<file path="src/rtl/fetch_queue_pkg.sv">
// Shared widths and small helpers for the dual-issue fetch queue.
package fetch_queue_pkg;

  localparam int FQ_IWIDTH   = 32;
  localparam int FQ_PC_WIDTH = 32;
  localparam int FQ_DEPTH    = 3;

  // Requested pop amount; 3 is treated as a request for 2.
  function automatic logic [1:0] pop_request(input logic [1:0] cnt);
    logic [1:0] req;
    case (cnt)
      2'd0:    req = 2'd0;
      2'd1:    req = 2'd1;
      2'd2:    req = 2'd2;
      default: req = 2'd2;
    endcase
    return req;
  endfunction

endpackage

</file>
<file path="src/rtl/fetch_queue_if.sv">
// Fetch/decode-facing bundle of the fetch queue; master drives requests, slave is the queue.
interface fetch_queue_if
  import fetch_queue_pkg::*;
#(
  parameter int IWIDTH   = FQ_IWIDTH,
  parameter int PC_WIDTH = FQ_PC_WIDTH,
  parameter int DEPTH    = FQ_DEPTH
);
  logic [1:0]          fq_i_push_cnt;
  logic [IWIDTH-1:0]   fq_i_instr_1;
  logic [IWIDTH-1:0]   fq_i_instr_2;
  logic [PC_WIDTH-1:0] fq_i_pc_1;
  logic [PC_WIDTH-1:0] fq_i_pc_2;
  logic [1:0]          fq_i_pop_cnt;
  logic                fq_i_flush;
  logic                fq_o_ready;
  logic [DEPTH:0]      fq_o_count;
  logic                fq_o_valid_1;
  logic                fq_o_valid_2;
  logic [IWIDTH-1:0]   fq_o_instr_1;
  logic [IWIDTH-1:0]   fq_o_instr_2;
  logic [PC_WIDTH-1:0] fq_o_pc_1;
  logic [PC_WIDTH-1:0] fq_o_pc_2;
  logic                fq_o_err;

  modport master (
    output fq_i_push_cnt, fq_i_instr_1, fq_i_instr_2, fq_i_pc_1, fq_i_pc_2,
    output fq_i_pop_cnt, fq_i_flush,
    input  fq_o_ready, fq_o_count, fq_o_valid_1, fq_o_valid_2,
    input  fq_o_instr_1, fq_o_instr_2, fq_o_pc_1, fq_o_pc_2, fq_o_err
  );

  modport slave (
    input  fq_i_push_cnt, fq_i_instr_1, fq_i_instr_2, fq_i_pc_1, fq_i_pc_2,
    input  fq_i_pop_cnt, fq_i_flush,
    output fq_o_ready, fq_o_count, fq_o_valid_1, fq_o_valid_2,
    output fq_o_instr_1, fq_o_instr_2, fq_o_pc_1, fq_o_pc_2, fq_o_err
  );
endinterface

</file>
<file path="src/rtl/fetch_queue_mem_2w1r.sv">
// Entry storage: two write ports (port 2 only alongside port 1) and two combinational reads.
module fq_mem_2w1r
  import fetch_queue_pkg::*;
#(
  parameter int WIDTH = FQ_IWIDTH + FQ_PC_WIDTH,
  parameter int DEPTH = FQ_DEPTH
) (
  input  logic             clk,
  input  logic             we_1,
  input  logic [DEPTH-1:0] waddr_1,
  input  logic [WIDTH-1:0] wdata_1,
  input  logic             we_2,
  input  logic [DEPTH-1:0] waddr_2,
  input  logic [WIDTH-1:0] wdata_2,
  input  logic [DEPTH-1:0] raddr_1,
  output logic [WIDTH-1:0] rdata_1,
  input  logic [DEPTH-1:0] raddr_2,
  output logic [WIDTH-1:0] rdata_2
);
  logic [WIDTH-1:0] mem_r [2**DEPTH];

  // Entries are never reset; the queue masks stale contents with its valid flags.
  always_ff @(posedge clk) begin
    if (we_1) begin
      mem_r[waddr_1] <= wdata_1;
    end
    if (we_1 && we_2) begin
      mem_r[waddr_2] <= wdata_2;
    end
  end

  assign rdata_1 = mem_r[raddr_1];
  assign rdata_2 = mem_r[raddr_2];
endmodule

</file>
<file path="src/rtl/fetch_queue.sv">
// Eight-entry dual-issue instruction queue: pointers, occupancy, push/pop acceptance and slot gating.
module fetch_queue
  import fetch_queue_pkg::*;
#(
  parameter int IWIDTH   = FQ_IWIDTH,
  parameter int PC_WIDTH = FQ_PC_WIDTH,
  parameter int DEPTH    = FQ_DEPTH
) (
  input  logic          fq_clk,
  input  logic          fq_rst,
  fetch_queue_if.slave  bus
);
  localparam int             W         = IWIDTH + PC_WIDTH;
  localparam logic [DEPTH:0] ENTRIES   = {1'b1, {DEPTH{1'b0}}};
  localparam logic [DEPTH:0] ONE       = {{DEPTH{1'b0}}, 1'b1};
  localparam logic [DEPTH:0] READY_MAX = ENTRIES - {{(DEPTH-1){1'b0}}, 2'd2};

  logic [DEPTH-1:0] rp_r;
  logic [DEPTH-1:0] wp_r;
  logic [DEPTH:0]   count_r;
  logic             err_r;

  logic [DEPTH:0]   pop_want_s;
  logic [DEPTH:0]   eff_pop_s;
  logic             pop_err_s;
  logic [DEPTH:0]   push_want_s;
  logic [DEPTH:0]   free_s;
  logic             push_ok_s;
  logic             push_err_s;
  logic [DEPTH:0]   push_acc_s;
  logic             we_1_s;
  logic             we_2_s;
  logic [W-1:0]     rdata_1_s;
  logic [W-1:0]     rdata_2_s;

  // Pop clamping and push acceptance, both judged against pre-edge occupancy.
  always_comb begin
    pop_want_s  = {{(DEPTH-1){1'b0}}, pop_request(bus.fq_i_pop_cnt)};
    push_want_s = {{(DEPTH-1){1'b0}}, bus.fq_i_push_cnt};
    free_s      = ENTRIES - count_r;
    if (pop_want_s > count_r) begin
      eff_pop_s = count_r;
      pop_err_s = 1'b1;
    end else begin
      eff_pop_s = pop_want_s;
      pop_err_s = (bus.fq_i_pop_cnt == 2'd3);
    end
    if ((bus.fq_i_push_cnt == 2'd3) || (push_want_s > free_s)) begin
      push_ok_s  = 1'b0;
      push_err_s = 1'b1;
      push_acc_s = {(DEPTH+1){1'b0}};
    end else begin
      push_ok_s  = 1'b1;
      push_err_s = 1'b0;
      push_acc_s = push_want_s;
    end
    we_1_s = push_ok_s && (bus.fq_i_push_cnt != 2'd0) && !bus.fq_i_flush && !fq_rst;
    we_2_s = we_1_s && (bus.fq_i_push_cnt == 2'd2);
  end

  // Pointer, occupancy and error-pulse state; reset beats flush, flush beats pop/push.
  always_ff @(posedge fq_clk) begin
    if (fq_rst) begin
      rp_r    <= {DEPTH{1'b0}};
      wp_r    <= {DEPTH{1'b0}};
      count_r <= {(DEPTH+1){1'b0}};
      err_r   <= 1'b0;
    end else if (bus.fq_i_flush) begin
      rp_r    <= {DEPTH{1'b0}};
      wp_r    <= {DEPTH{1'b0}};
      count_r <= {(DEPTH+1){1'b0}};
      err_r   <= 1'b0;
    end else begin
      rp_r    <= rp_r + eff_pop_s[DEPTH-1:0];
      wp_r    <= wp_r + push_acc_s[DEPTH-1:0];
      count_r <= count_r - eff_pop_s + push_acc_s;
      err_r   <= pop_err_s || push_err_s;
    end
  end

  fq_mem_2w1r #(
    .WIDTH (W),
    .DEPTH (DEPTH)
  ) u_mem (
    .clk     (fq_clk),
    .we_1    (we_1_s),
    .waddr_1 (wp_r),
    .wdata_1 ({bus.fq_i_instr_1, bus.fq_i_pc_1}),
    .we_2    (we_2_s),
    .waddr_2 (wp_r + {{(DEPTH-1){1'b0}}, 1'b1}),
    .wdata_2 ({bus.fq_i_instr_2, bus.fq_i_pc_2}),
    .raddr_1 (rp_r),
    .rdata_1 (rdata_1_s),
    .raddr_2 (rp_r + {{(DEPTH-1){1'b0}}, 1'b1}),
    .rdata_2 (rdata_2_s)
  );

  assign bus.fq_o_count   = count_r;
  assign bus.fq_o_ready   = (count_r <= READY_MAX);
  assign bus.fq_o_err     = err_r;
  assign bus.fq_o_valid_1 = (count_r >= ONE);
  assign bus.fq_o_valid_2 = (count_r > ONE);
  assign bus.fq_o_instr_1 = bus.fq_o_valid_1 ? rdata_1_s[W-1:PC_WIDTH]   : {IWIDTH{1'b0}};
  assign bus.fq_o_pc_1    = bus.fq_o_valid_1 ? rdata_1_s[PC_WIDTH-1:0]   : {PC_WIDTH{1'b0}};
  assign bus.fq_o_instr_2 = bus.fq_o_valid_2 ? rdata_2_s[W-1:PC_WIDTH]   : {IWIDTH{1'b0}};
  assign bus.fq_o_pc_2    = bus.fq_o_valid_2 ? rdata_2_s[PC_WIDTH-1:0]   : {PC_WIDTH{1'b0}};
endmodule

</file>
<file path="src/flat_wrapper.sv">
// flat-port wrapper written by rule: the top's interface ports become plain ports
module fetch_queue_flat import fetch_queue_pkg::*;
#(
  parameter int IWIDTH   = FQ_IWIDTH,
  parameter int PC_WIDTH = FQ_PC_WIDTH,
  parameter int DEPTH    = FQ_DEPTH
)
  (fq_clk, fq_rst, bus_fq_i_push_cnt, bus_fq_i_instr_1, bus_fq_i_instr_2, bus_fq_i_pc_1, bus_fq_i_pc_2, bus_fq_i_pop_cnt, bus_fq_i_flush, bus_fq_o_ready, bus_fq_o_count, bus_fq_o_valid_1, bus_fq_o_valid_2, bus_fq_o_instr_1, bus_fq_o_instr_2, bus_fq_o_pc_1, bus_fq_o_pc_2, bus_fq_o_err);
  fetch_queue_if #(.IWIDTH(IWIDTH), .PC_WIDTH(PC_WIDTH), .DEPTH(DEPTH)) bus_i ();
  input  logic fq_clk;
  input  logic fq_rst;
  input wire logic [$bits(bus_i.fq_i_push_cnt)-1:0] bus_fq_i_push_cnt;
  input wire logic [$bits(bus_i.fq_i_instr_1)-1:0] bus_fq_i_instr_1;
  input wire logic [$bits(bus_i.fq_i_instr_2)-1:0] bus_fq_i_instr_2;
  input wire logic [$bits(bus_i.fq_i_pc_1)-1:0] bus_fq_i_pc_1;
  input wire logic [$bits(bus_i.fq_i_pc_2)-1:0] bus_fq_i_pc_2;
  input wire logic [$bits(bus_i.fq_i_pop_cnt)-1:0] bus_fq_i_pop_cnt;
  input wire logic [$bits(bus_i.fq_i_flush)-1:0] bus_fq_i_flush;
  output wire logic [$bits(bus_i.fq_o_ready)-1:0] bus_fq_o_ready;
  output wire logic [$bits(bus_i.fq_o_count)-1:0] bus_fq_o_count;
  output wire logic [$bits(bus_i.fq_o_valid_1)-1:0] bus_fq_o_valid_1;
  output wire logic [$bits(bus_i.fq_o_valid_2)-1:0] bus_fq_o_valid_2;
  output wire logic [$bits(bus_i.fq_o_instr_1)-1:0] bus_fq_o_instr_1;
  output wire logic [$bits(bus_i.fq_o_instr_2)-1:0] bus_fq_o_instr_2;
  output wire logic [$bits(bus_i.fq_o_pc_1)-1:0] bus_fq_o_pc_1;
  output wire logic [$bits(bus_i.fq_o_pc_2)-1:0] bus_fq_o_pc_2;
  output wire logic [$bits(bus_i.fq_o_err)-1:0] bus_fq_o_err;
  assign bus_i.fq_i_push_cnt = bus_fq_i_push_cnt;
  assign bus_i.fq_i_instr_1 = bus_fq_i_instr_1;
  assign bus_i.fq_i_instr_2 = bus_fq_i_instr_2;
  assign bus_i.fq_i_pc_1 = bus_fq_i_pc_1;
  assign bus_i.fq_i_pc_2 = bus_fq_i_pc_2;
  assign bus_i.fq_i_pop_cnt = bus_fq_i_pop_cnt;
  assign bus_i.fq_i_flush = bus_fq_i_flush;
  assign bus_fq_o_ready = bus_i.fq_o_ready;
  assign bus_fq_o_count = bus_i.fq_o_count;
  assign bus_fq_o_valid_1 = bus_i.fq_o_valid_1;
  assign bus_fq_o_valid_2 = bus_i.fq_o_valid_2;
  assign bus_fq_o_instr_1 = bus_i.fq_o_instr_1;
  assign bus_fq_o_instr_2 = bus_i.fq_o_instr_2;
  assign bus_fq_o_pc_1 = bus_i.fq_o_pc_1;
  assign bus_fq_o_pc_2 = bus_i.fq_o_pc_2;
  assign bus_fq_o_err = bus_i.fq_o_err;
  fetch_queue #(.IWIDTH(IWIDTH), .PC_WIDTH(PC_WIDTH), .DEPTH(DEPTH)) u_core (.fq_clk(fq_clk), .fq_rst(fq_rst), .bus(bus_i));
endmodule
</file>
<file path="config.mk">
export PLATFORM = sky130hd
export DESIGN_NAME = fetch_queue_flat
export DESIGN_NICKNAME = d
export VERILOG_FILES = /design/src/rtl/fetch_queue_pkg.sv /design/src/rtl/fetch_queue_if.sv /design/src/rtl/fetch_queue_mem_2w1r.sv /design/src/rtl/fetch_queue.sv /design/src/flat_wrapper.sv
export SDC_FILE = /design/constraint.sdc
export NUM_CORES = 1
export LEC_CHECK = 0
export BUFFER_PORTS_ARGS = -buffer_cell sky130_fd_sc_hd__buf_2
export CAP_MARGIN = 20
export CORE_ASPECT_RATIO = 2
export CORE_MARGIN = 2
export CORE_UTILIZATION = 45
export CTS_BUF_LIST = sky130_fd_sc_hd__clkbuf_4
export DETAILED_ROUTE_END_ITERATION = 16
export PLACE_DENSITY = 0.63
export SLEW_MARGIN = 5
export SYNTH_ARGS = -nofsm -noshare
export SYNTH_HDL_FRONTEND = slang
export SYNTH_SLANG_ARGS = --single-unit
</file>
<file path="constraint.sdc">
create_clock -name fq_clk -period 10.9 [get_ports fq_clk]
set_clock_uncertainty 0.1 [all_clocks]
set_input_delay 1.635 -clock fq_clk [delete_from_list [all_inputs] [get_ports fq_clk]]
set_output_delay 1.635 -clock fq_clk [all_outputs]
set_load 0.005 [all_outputs]
</file>
; After elaboration in Yosys (flattened, before gate mapping)
; Memories as Yosys holds them, arrays and structs flattened. A register that Yosys moved wholly into a read port is not among the register bits.
; Index checks and enable logic that the tools add are counted.
[classes]
reduce_logical = 12
mux = 15
add_sub_neg = 7
order_cmp = 5
n_eq_ne = 4
[op_table]
columns = cell, n
row1 = 32-bit two-way mux, 4
row2 = 2-bit by 4-bit > comparator with 1-bit output, 2
row3 = 1-bit two-way mux, 7
row4 = "3-bit by 1-bit adder with 3-bit output, second input constant", 2
row5 = "2-bit equality test, second input constant", 3
row6 = 1-bit logical AND, 5
row7 = 4-bit by 2-bit adder with 4-bit output, 1
row8 = "4-bit by 1-bit >= comparator with 1-bit output, second input constant", 1
row9 = "4-bit by 1-bit > comparator with 1-bit output, second input constant", 1
row10 = "4-bit by 3-bit less-or-equal comparator with 1-bit output, second input constant", 1
row11 = 4-bit two-way mux, 1
row12 = 2-bit case mux with 2 select lines, 1
row13 = 4-bit subtractor, 1
row14 = "4-bit subtractor, first input constant", 1
row15 = 3-bit by 2-bit adder with 3-bit output, 1
row16 = 3-bit adder, 1
row17 = 3-bit two-way mux, 1
row18 = "2-bit by 1-bit equality test with 1-bit output, second input constant", 1
row19 = 1-bit logical NOT, 2
row20 = 2-bit logical NOT, 1
row21 = 1-bit logical OR, 2
row22 = 2-bit two-way mux, 1
row23 = 2-bit nonzero test, 1
row24 = 2-bit OR reduction, 1
[word_totals]
mem_count = 1
wordCells = 48
ramBits = 512
out_inout_bits = 136
input_bits = 135
reg_bits = 11
[memory_table]
columns = name, depth, width, read_ports, rd_ports_with_merged_regs, write_ports, line_no
row1 = u_core.u_mem.mem_r, 8, 64, 2, 1, 2, fetch_queue_mem_2w1r.sv:20  ; logic [WIDTH-1:0] mem_r [2**DEPTH];

; Logic depth before layout (Yosys ltp)
; Gate-level depths: netlist of the first run.
[depth]
ltp_word = 11
depth_mapped = 16
depth_no_buf = 15

; Modules after synthesis
; Synthesis of the first run repeated with hierarchy kept, for this count alone.
[unflattened]
cells_unflattened = 1797
area_unflattened_um2 = 31277.5
[modules_own_cells]
columns = mod, seq_area_each_um2, n_inst, cells_per_inst, area_per_inst_um2
row1 = fq_mem_2w1r, 15374.7, 1, 1554, 29502.0
row2 = fetch_queue, 220.2, 1, 243, 1775.5

; Worst setup path before layout of the first run
; No wires, ideal clock.
[synth_timing]
path_kind = input to register
start = in bus_fq_i_push_cnt[1]
end = mem u_core.u_mem.mem_r[2][0] (netlist bit) (enable)
path_stages = 6
path_buffers = 1
path_slack_ns = 2.827
setup_time_ns = 0.582
t_arrival_ns = 7.391
required_ns = 10.218
path_cell_list = ha_1 -> nor2b_1 -> o211ai_1 -> buf_2 -> nor2_1 -> a211oi_1
[synth_rtl]
columns = item, line_no
row1 = start: declaration, flat_wrapper.sv:12  ; input wire logic [$bits(bus_i.fq_i_push_cnt)-1:0] bus_fq_i_push_cnt;
row2 = end: declaration, fetch_queue_mem_2w1r.sv:20

; Worst setup path after layout of the first run
[layout_timing]
start = reg u_core.rp_r[0]
end = out bus_fq_o_pc_2[23]
[layout_between]
elab_chain_len = 3
[layout_rtl]
columns = item, line_no
row1 = start: declaration, fetch_queue.sv:18  ; logic [DEPTH-1:0] rp_r;
row2 = start signal: assignment, fetch_queue.sv:64  ; rp_r <= {DEPTH{1'b0}};
row3 = start signal: assignment, fetch_queue.sv:69  ; rp_r <= {DEPTH{1'b0}};
row4 = start signal: assignment, fetch_queue.sv:74  ; rp_r <= rp_r + eff_pop_s[DEPTH-1:0];
row5 = 3-bit by 1-bit adder with 3-bit output, fetch_queue.sv:94  ; .raddr_2 (rp_r + {{(DEPTH-1){1'b0}}, 1'b1}),
row6 = memory 8 x 64 bit, n/a
row7 = 32-bit two-way mux, fetch_queue.sv:106  ; assign bus.fq_o_pc_2 = bus.fq_o_valid_2 ? rdata_2_s[PC_WIDTH-1:0] : {PC_WIDTH{1'b0}};
row8 = end: declaration, flat_wrapper.sv:26  ; output wire logic [$bits(bus_i.fq_o_pc_2)-1:0] bus_fq_o_pc_2;
; No other way between the ends.

==> results.md, run 1 <==
- TritonCTS clock tree: built
- Post-synth net total: 2039
- Via-to-Cell Ratio: a little over 6
- Cell Area, Synth: between 30000 and 40000 um2
- Number of hold violations in the final report: 0
- Unrepaired setup endpoints after global routing: no
- Worst hold-check slack: roughly 0.57 ns
- WP data arrival: a little under 5 ns
- Cell count of the worst reg-to-reg path: 11
- Total Nets Final: 2335
- Total clock sinks: between 500 and 600
- Met1 Routed Length: around 36000 um
- Number of distinct library cell variants in the gate-level netlist after synthesis: between 50 and 60
- Count of hold buffers inserted by post-cts repair: 0
- WP data required: between 9 and 10 ns
- Maximum buffer depth of the clock tree: 3
- H-tree level count: 3
- Total of cells resized after clock tree synthesis: 0
- Growth of design area from synthesis to finish: 12.9%
- R2R setup slack: around 6.5 ns
- I/O pin count: roughly 270
- Number of DRC violations after detailed routing: 0
- Crit path from: u_core.rp_r[0]
- Most frequently used flop master after synthesis: edfxtp_1
- Kind of end point of the critical path: output port
- Hold worst-path end: u_core.rp_r[2]
- 1st-iter DRT viols: between 1k and 1.5k
- Leakage: around 0.012 uW
- Area of the core: a little under 70000 um2
- Die area: ~71000 um2
- Tightest Pin Transition: roughly 1.1 ns
- Filler Cell Count: approximately 5.7k
- Detailed placement HPWL: slightly above 50000 um
- # Max-Cap Violations: 0
- Maximum number of pins on one net before global-route repair: just over 60
- Met2 routed WL: 46600 um
- Headroom to the max-slew limit: between 20% and 30%
- Setup-failing EPs final: 0
- Fraction of the yosys area taken by sequential cells: ~51%
- Critical Path Start Type: register
- Clock insertion delay at the later pin of the skew report: 0.94 ns
- Proportion of synthesized flip-flops having asynchronous set or reset: 0%
- Clock root buffer: clkbuf_4
- Antenna-violating nets left: 0
- Worst setup path category: reg -> out
- Met3 WL post-DR: ~6700 um
- Layout Cell Area excl Fill: about 35000 um2
- Overall via count from detail_route: 19.6k
- Power density over the cells: approximately 180 nW/um2
- Setup TNS: 0 ns
- Number of warnings issued by yosys: 0
- Worst hold path class: reg -> reg
- Post-CTS setup repair buffer count: 0
- Global route overflow: 0
- Run status: finished clean
- Std cell rows: between 100 and 150
- Maximum fanout count along the critical path: 44
- Uppermost metal layer occupied by signal nets: met5
- IO buf count: 270
- Number of cells on the worst hold path: 2
- Total routing resource utilization after global routing: 26.2%
- Period Utilization, post-route: a little over 60%
- Launch point of the worst hold path: u_core.bus.fq_o_count[2]
- Highest clock rate: ~150 MHz
- Mapped Avg Cell Area: about 16 um2
- Post-synthesis sequential element count: 523
- Power consumption: 6140 uW
- Routability congestion estimate from global placement: roughly 0.8
- Synthesized instance count: 1884
- Share of layout cells above drive strength 1: between 50% and 60%
- Number of synthesized flops with an enable pin: between 500 and 600
- First-pass iteration count of the detailed router: 6
- Average wire per cell in the routed design: between 20 and 30 um
- CTS clk-pin slew, worst paths: 0.07 ns
- Post-layout minimum cycle time: approximately 6.7 ns
- Peak VDD IR: between 0.00015 and 0.0002 V
- Width of the die: between 150 and 200 um
- Die Span Y: between 300 and 400 um
- Worst flop-to-flop path startpoint: u_core.bus.fq_o_count[0]
- Vias in the first global route: 21.1k
- Area of placed instances: 33100 um2
- Total wire length after detailed routing: 92200 um
- First-pass GRT wire length: 135000 um
- Endpoint of the worst register-to-register path: u_core.u_mem.mem_r[4][1]
- Number of antenna violations at the first check in global routing: 33
- Starting utilization of the core area: a little under half
- Final core occ: 51.4%
- Cts bufs inserted: 120
- Final max-slew violation count: 0
through the flow:
stage,cells,setup slack (ns)
final,3187,4.23
after global routing,3181,3.83
after CTS,3172,4.03
after detailed placement,2946,5.05
after global placement,2946,5.07
after floorplan,1884,2.83
cell usage in the layout, fill, tap and decap left out, drive strengths merged, types with 2 or more instances in the layout:
| cell | n |
|---|---|
| a21oi | 71 |
| mux4 | 256 |
| clkbuf | 186 |
| o211ai | 6 |
| fa | 4 |
| edfxtp | 512 |
| nand2 | 136 |
| a21o | 2 |
| a31oi | 3 |
| o21ai | 3 |
| diode | 13 |
| nand2b | 2 |
| and3 | 2 |
| mux2i | 65 |
| buf | 318 |
| xor2 | 5 |
| mux2 | 512 |
| clkinv | 37 |
| and2 | 5 |
| ha | 16 |
| or2 | 2 |
| nand4 | 2 |
| inv | 15 |
| nor3 | 10 |
| dfxtp | 11 |
| bufinv | 2 |
| nor2 | 78 |
| xnor2 | 6 |
sequential cells by signal, indices dropped and copies added, names as in the netlist:
register	flops
u_core.bus.fq_o_count	4
u_core.bus.fq_o_err	1
u_core.rp_r	3
u_core.u_mem.mem_r	512
u_core.wp_r	3
where the power goes:
| part | switching (uW) | internal, uW | leakage [uW] | total (uW) |
|---|---|---|---|---|
| combinational | 1290 | 880 | 0.00643 | 2170 |
| clock | 817 | 822 | 0.000956 | 1640 |
| sequential | 60.5 | 2280 | 0.00471 | 2340 |
| total | 2160 | 3980 | 0.0121 | 6140 |
cells by family after synthesis:
group / count (synthesis) / synth area share (%)
AO/OA/AOI/OAI: 91 / 1.77
XOR/XNOR: 11 / 0.373
adder cells (fa/ha/maj): 21 / 0.941
buffers and inverters: 158 / 2.57
flip-flops: 523 / 50.6
multiplexers: 833 / 40.5
AND/OR/NAND/NOR: 247 / 3.30
metal layers:
| metal | global-route usage, % | up-vias |
|---|---|---|
| met5 | 0 | - |
| met4 | 9.02 | 46 |
| met3 | 6.13 | 210 |
| met2 | 44.7 | 770 |
| met1 | 32.7 | 10300 |
| li1 | - | 8314 |
cell type report:
cell class	instances	area, um2	share of cell area, %
flip-flops and latches	523	15600	44.8
well taps	890	1110	3.20
repair buffers	318	1750	5.03
clock buffers	186	1400	4.01
inverters	14	52.6	0.151
multi-input cells	1203	14600	42.1
diodes	13	32.5	0.0935
clock inverters	40	208	0.597
synthesized netlist by cell type (all sizes together) (2+ instances only):
cell / n / area [um2]
a21o: 2 / 15.0
a21oi: 71 / 355
a31oi: 3 / 18.8
and2: 5 / 31.3
and3: 2 / 12.5
buf: 80 / 500
clkbuf: 64 / 240
dfxtp: 11 / 220
edfxtp: 512 / 15400
fa: 4 / 80.1
ha: 16 / 200
inv: 14 / 52.6
mux2: 512 / 6060
mux2i: 65 / 651
mux4: 256 / 5770
nand2: 136 / 510
nand2b: 2 / 12.5
nand4: 2 / 12.5
nor2: 78 / 293
nor3: 10 / 55.1
o211ai: 6 / 87.6
o21ai: 3 / 22.5
or2: 2 / 12.5
xnor2: 6 / 71.3
xor2: 5 / 43.8
how the worst max path moves through the flow:
stage	to	cells after the start
finish	bus_fq_o_pc_2[23]	7
global route	bus_fq_o_pc_2[26]	7
CTS	bus_fq_o_pc_2[26]	7
detailed placement	bus_fq_o_pc_2[26]	7
global placement	bus_fq_o_pc_2[26]	7
floorplan	u_core.u_mem.mem_r[2][0]	6
worst max-delay path, stage by stage (launching register included):
cell and delay [ns]:
dfxtp_4 0.82, ha_4 0.54, buf_4 0.71, buf_4 0.81
mux4_2 0.60, nand2_1 0.08, a21oi_1 0.14, buf_2 0.21
Power figures use the tool's default switching activity.
==> inputs of run 2 (changes only) <==
==> constraint.sdc (replaced) <==
create_clock -name fq_clk -period 6.6 [get_ports fq_clk]
set_clock_uncertainty 0.1 [all_clocks]
set_input_delay 0.99 -clock fq_clk [delete_from_list [all_inputs] [get_ports fq_clk]]
set_output_delay 0.99 -clock fq_clk [all_outputs]
set_load 0.005 [all_outputs]
==> run 2 against run 1 <==
Against the previous run:
- critical path depth down 1
- global-route usage is 0.75 points higher
- utilization up 0.076 points
- combinational power increased by 67%
- sequential power increased by 65%
- via count about the same
- hold slack worse by 0.26 ns
- wire length increased by 2.4%
- design area up 0.15%
- first-iteration DRC count fell by 9.5%
- critical endpoint is now bus_fq_o_pc_2[22]
==> results.md, run 2 (synthesized netlist as in run 1, its figures left out) <==
- Share of layout cells above drive strength 1: 56.5% (was 56.0%)
- Routability congestion estimate from global placement: 0.847 (was 0.808)
- Total clock sinks: 523 (unchanged)
- Total Nets Final: 2343 (was 2335)
- Highest clock rate: 195 MHz
- Setup-failing EPs final: 0 (unchanged)
- Layout Cell Area excl Fill: 34900 um2 (was 34800 um2)
- Maximum fanout count along the critical path: 49 (was 44)
- Final core occ: 51.5% (was 51.4%)
- Post-layout minimum cycle time: between 5 and 6 ns
- TritonCTS clock tree: built (unchanged)
- Final max-slew violation count: 0 (unchanged)
- Growth of design area from synthesis to finish: 13.0% (was 12.9%)
- Worst hold path class: in -> reg (was reg -> reg)
- Total wire length after detailed routing: 94400 um (was 92200 um)
- WP data arrival: 4.05 ns (was 4.94 ns)
- Global route overflow: 0 (unchanged)
- Count of hold buffers inserted by post-cts repair: 0 (unchanged)
- Tightest Pin Transition: 1.09 ns (was 1.07 ns)
- Period Utilization, post-route: between 70% and 80%
- Leakage: 0.0121 uW (about the same)
- Power density over the cells: 291 nW/um2 (was 177 nW/um2)
- Met2 routed WL: 50600 um (was 46600 um)
- Peak VDD IR: 0.000395 V (was 0.000181 V)
- Setup TNS: 0 ns (unchanged)
- Most common cell after layout, fill and taps aside: edfxtp_1 (unchanged)
- Number of DRC violations after detailed routing: 0 (unchanged)
- Via-to-Cell Ratio: 6.18 (was 6.16)
- H-tree level count: 3 (unchanged)
- R2R setup slack: 2.69 ns (was 6.48 ns)
- Uppermost metal layer occupied by signal nets: met5 (unchanged)
- IO buf count: 270 (unchanged)
- Vias in the first global route: 21.4k (was 21.1k)
- Crit path from: u_core.rp_r[0] (unchanged)
- Unrepaired setup endpoints after global routing: no (unchanged)
- Std cell rows: 135 (unchanged)
- Maximum buffer depth of the clock tree: 3 (unchanged)
- Die Span Y: 374 um (unchanged)
- Worst flop-to-flop path startpoint: u_core.bus.fq_o_count[0] (unchanged)
- Total of cells resized after clock tree synthesis: 0 (unchanged)
- Cts bufs inserted: 120 (unchanged)
- Worst setup path category: reg -> out (unchanged)
- Kind of end point of the critical path: output port (unchanged)
- Clock insertion delay at the later pin of the skew report: 0.96 ns (was 0.94 ns)
- Number of antenna violations at the first check in global routing: 21 (was 33)
- WP data required: 5.51 ns (was 9.17 ns)
- Headroom to the max-slew limit: 27.2% (was 28.9%)
- Average wire per cell in the routed design: 29.7 um (was 28.9 um)
- Met3 WL post-DR: 6770 um (was 6670 um)
- Clock root buffer: clkbuf_4 (unchanged)
- Die area: 70800 um2 (unchanged)
- Commonest cells after routing, fill and taps aside: edfxtp_1, mux2_2, buf_2 (unchanged)
- Maximum number of pins on one net before global-route repair: 61 (unchanged)
- Cell count of the worst reg-to-reg path: 16 (was 11)
- Antenna-violating nets left: 0 (unchanged)
- CTS clk-pin slew, worst paths: 0.07 ns (about the same)
- Area of the core: 67700 um2 (unchanged)
- Reg with most FFs: u_core.u_mem.mem_r (unchanged)
- Area of placed instances: 33300 um2 (was 33100 um2)
- First-pass GRT wire length: 139000 um (was 135000 um)
- Slowest cell on the critical path: dfxtp_4 (unchanged)
- I/O pin count: 271 (unchanged)
- First-pass iteration count of the detailed router: 5 (was 6)
- Critical Path Start Type: register (unchanged)
- Number of flip-flops in the largest register: 512 (unchanged)
- Post-CTS setup repair buffer count: 0 (unchanged)
- Overall via count from detail_route: 19.6k (about the same)
- Filler Cell Count: 5773 (was 5746)
- Run status: finished clean (unchanged)
- Pre-CTS setup slack: 2.31 ns (was 5.05 ns)
- Endpoint of the worst register-to-register path: u_core.bus.fq_o_count[3] (was u_core.u_mem.mem_r[4][1])
- Cells along the critical path: ha_4 -> buf_4 -> mux4_2 -> nand2_1 -> a21oi_1 -> buf_2 (was ha_4 -> buf_4 -> buf_4 -> mux4_2 -> nand2_1 -> a21oi_1 -> buf_2)
- Total routing resource utilization after global routing: 27.0% (was 26.2%)
- Number of hold violations in the final report: 0 (unchanged)
- Starting utilization of the core area: 45.5% (unchanged)
- 1st-iter DRT viols: 1347 (was 1489)
- Largest stage delay on the critical path: 0.88 ns (was 0.82 ns)
- Width of the die: 189 um (unchanged)
- Detailed placement HPWL: 55800 um (was 51600 um)
- # Max-Cap Violations: 0 (unchanged)
- Crit path capture: bus_fq_o_pc_2[22] (was bus_fq_o_pc_2[23])
- Post-layout worst setup margin: 1.46 ns (was 4.23 ns)
- Met1 Routed Length: 33700 um (was 35900 um)
- Power consumption: 10100 uW (was 6140 uW)
[run 2: cell types whose count changed in the layout (fill, tap and decap cells not counted), sizes merged]
cell    before  now
clkinv      37   24
clkbuf     186  183
buf        318  326
diode       13   10
[run 2: final cells by class]
cell class	instances	area, um2	share of cell area, %
diodes	10	25.0	0.0718
clock buffers	183	1370	3.94
clock inverters	27	161	0.463
inverters	14	52.6	0.151
multi-input cells	1203	14600	42.0
flip-flops and latches	523	15600	44.8
well taps	890	1110	3.20
repair buffers	326	1880	5.41
[run 2: power by group]
group          leakage [uW]  internal (uW)  switching [uW]
Clock              0.000926           1330            1330
Combinational       0.00649           1490            2130
Sequential          0.00471           3760             101
[run 2: worst min-delay path by stage]
| stage | start | slack (ns) | cells past startpoint | endpoint |
|---|---|---|---|---|
| finish | bus_fq_i_instr_1[19] | 0.31 | 2 | u_core.u_mem.mem_r[3][51] |
| global route | bus_fq_i_pop_cnt[0] | 0.26 | 3 | u_core.bus.fq_o_err |
| CTS | bus_fq_i_pop_cnt[0] | 0.19 | 3 | u_core.bus.fq_o_err |
| detailed placement | u_core.bus.fq_o_count[2] | 0.57 | 2 | u_core.rp_r[2] |
| global placement | u_core.bus.fq_o_count[2] | 0.57 | 2 | u_core.rp_r[2] |
| floorplan | u_core.rp_r[0] | 0.48 | 2 | u_core.rp_r[0] |
[run 2: critical path: cells and delay by family (launching register included)]
kind,cells,cell delay (ns)
flops,1,0.88
fa+ha+maj,1,0.76
buf+inv,2,0.65
mux,1,0.55
compound gates,1,0.11
simple gates,1,0.08
[run 2: stage by stage]
stage / cells / hold WS (ns)
after floorplan: 1884 / 0.478
after global placement: 2955 / 0.572
after detailed placement: 2956 / 0.574
after CTS: 3166 / 0.189
after global routing: 3172 / 0.261
final: 3176 / 0.311
[run 2: per-layer routing]
| metal | global-route usage (%) | up-vias |
|---|---|---|
| met2 | 48.9 | 851 |
| met1 | 30.6 | 10300 |
| met3 | 6.22 | 206 |
| met5 | 0 | - |
| li1 | - | 8304 |
| met4 | 9.86 | 14 |
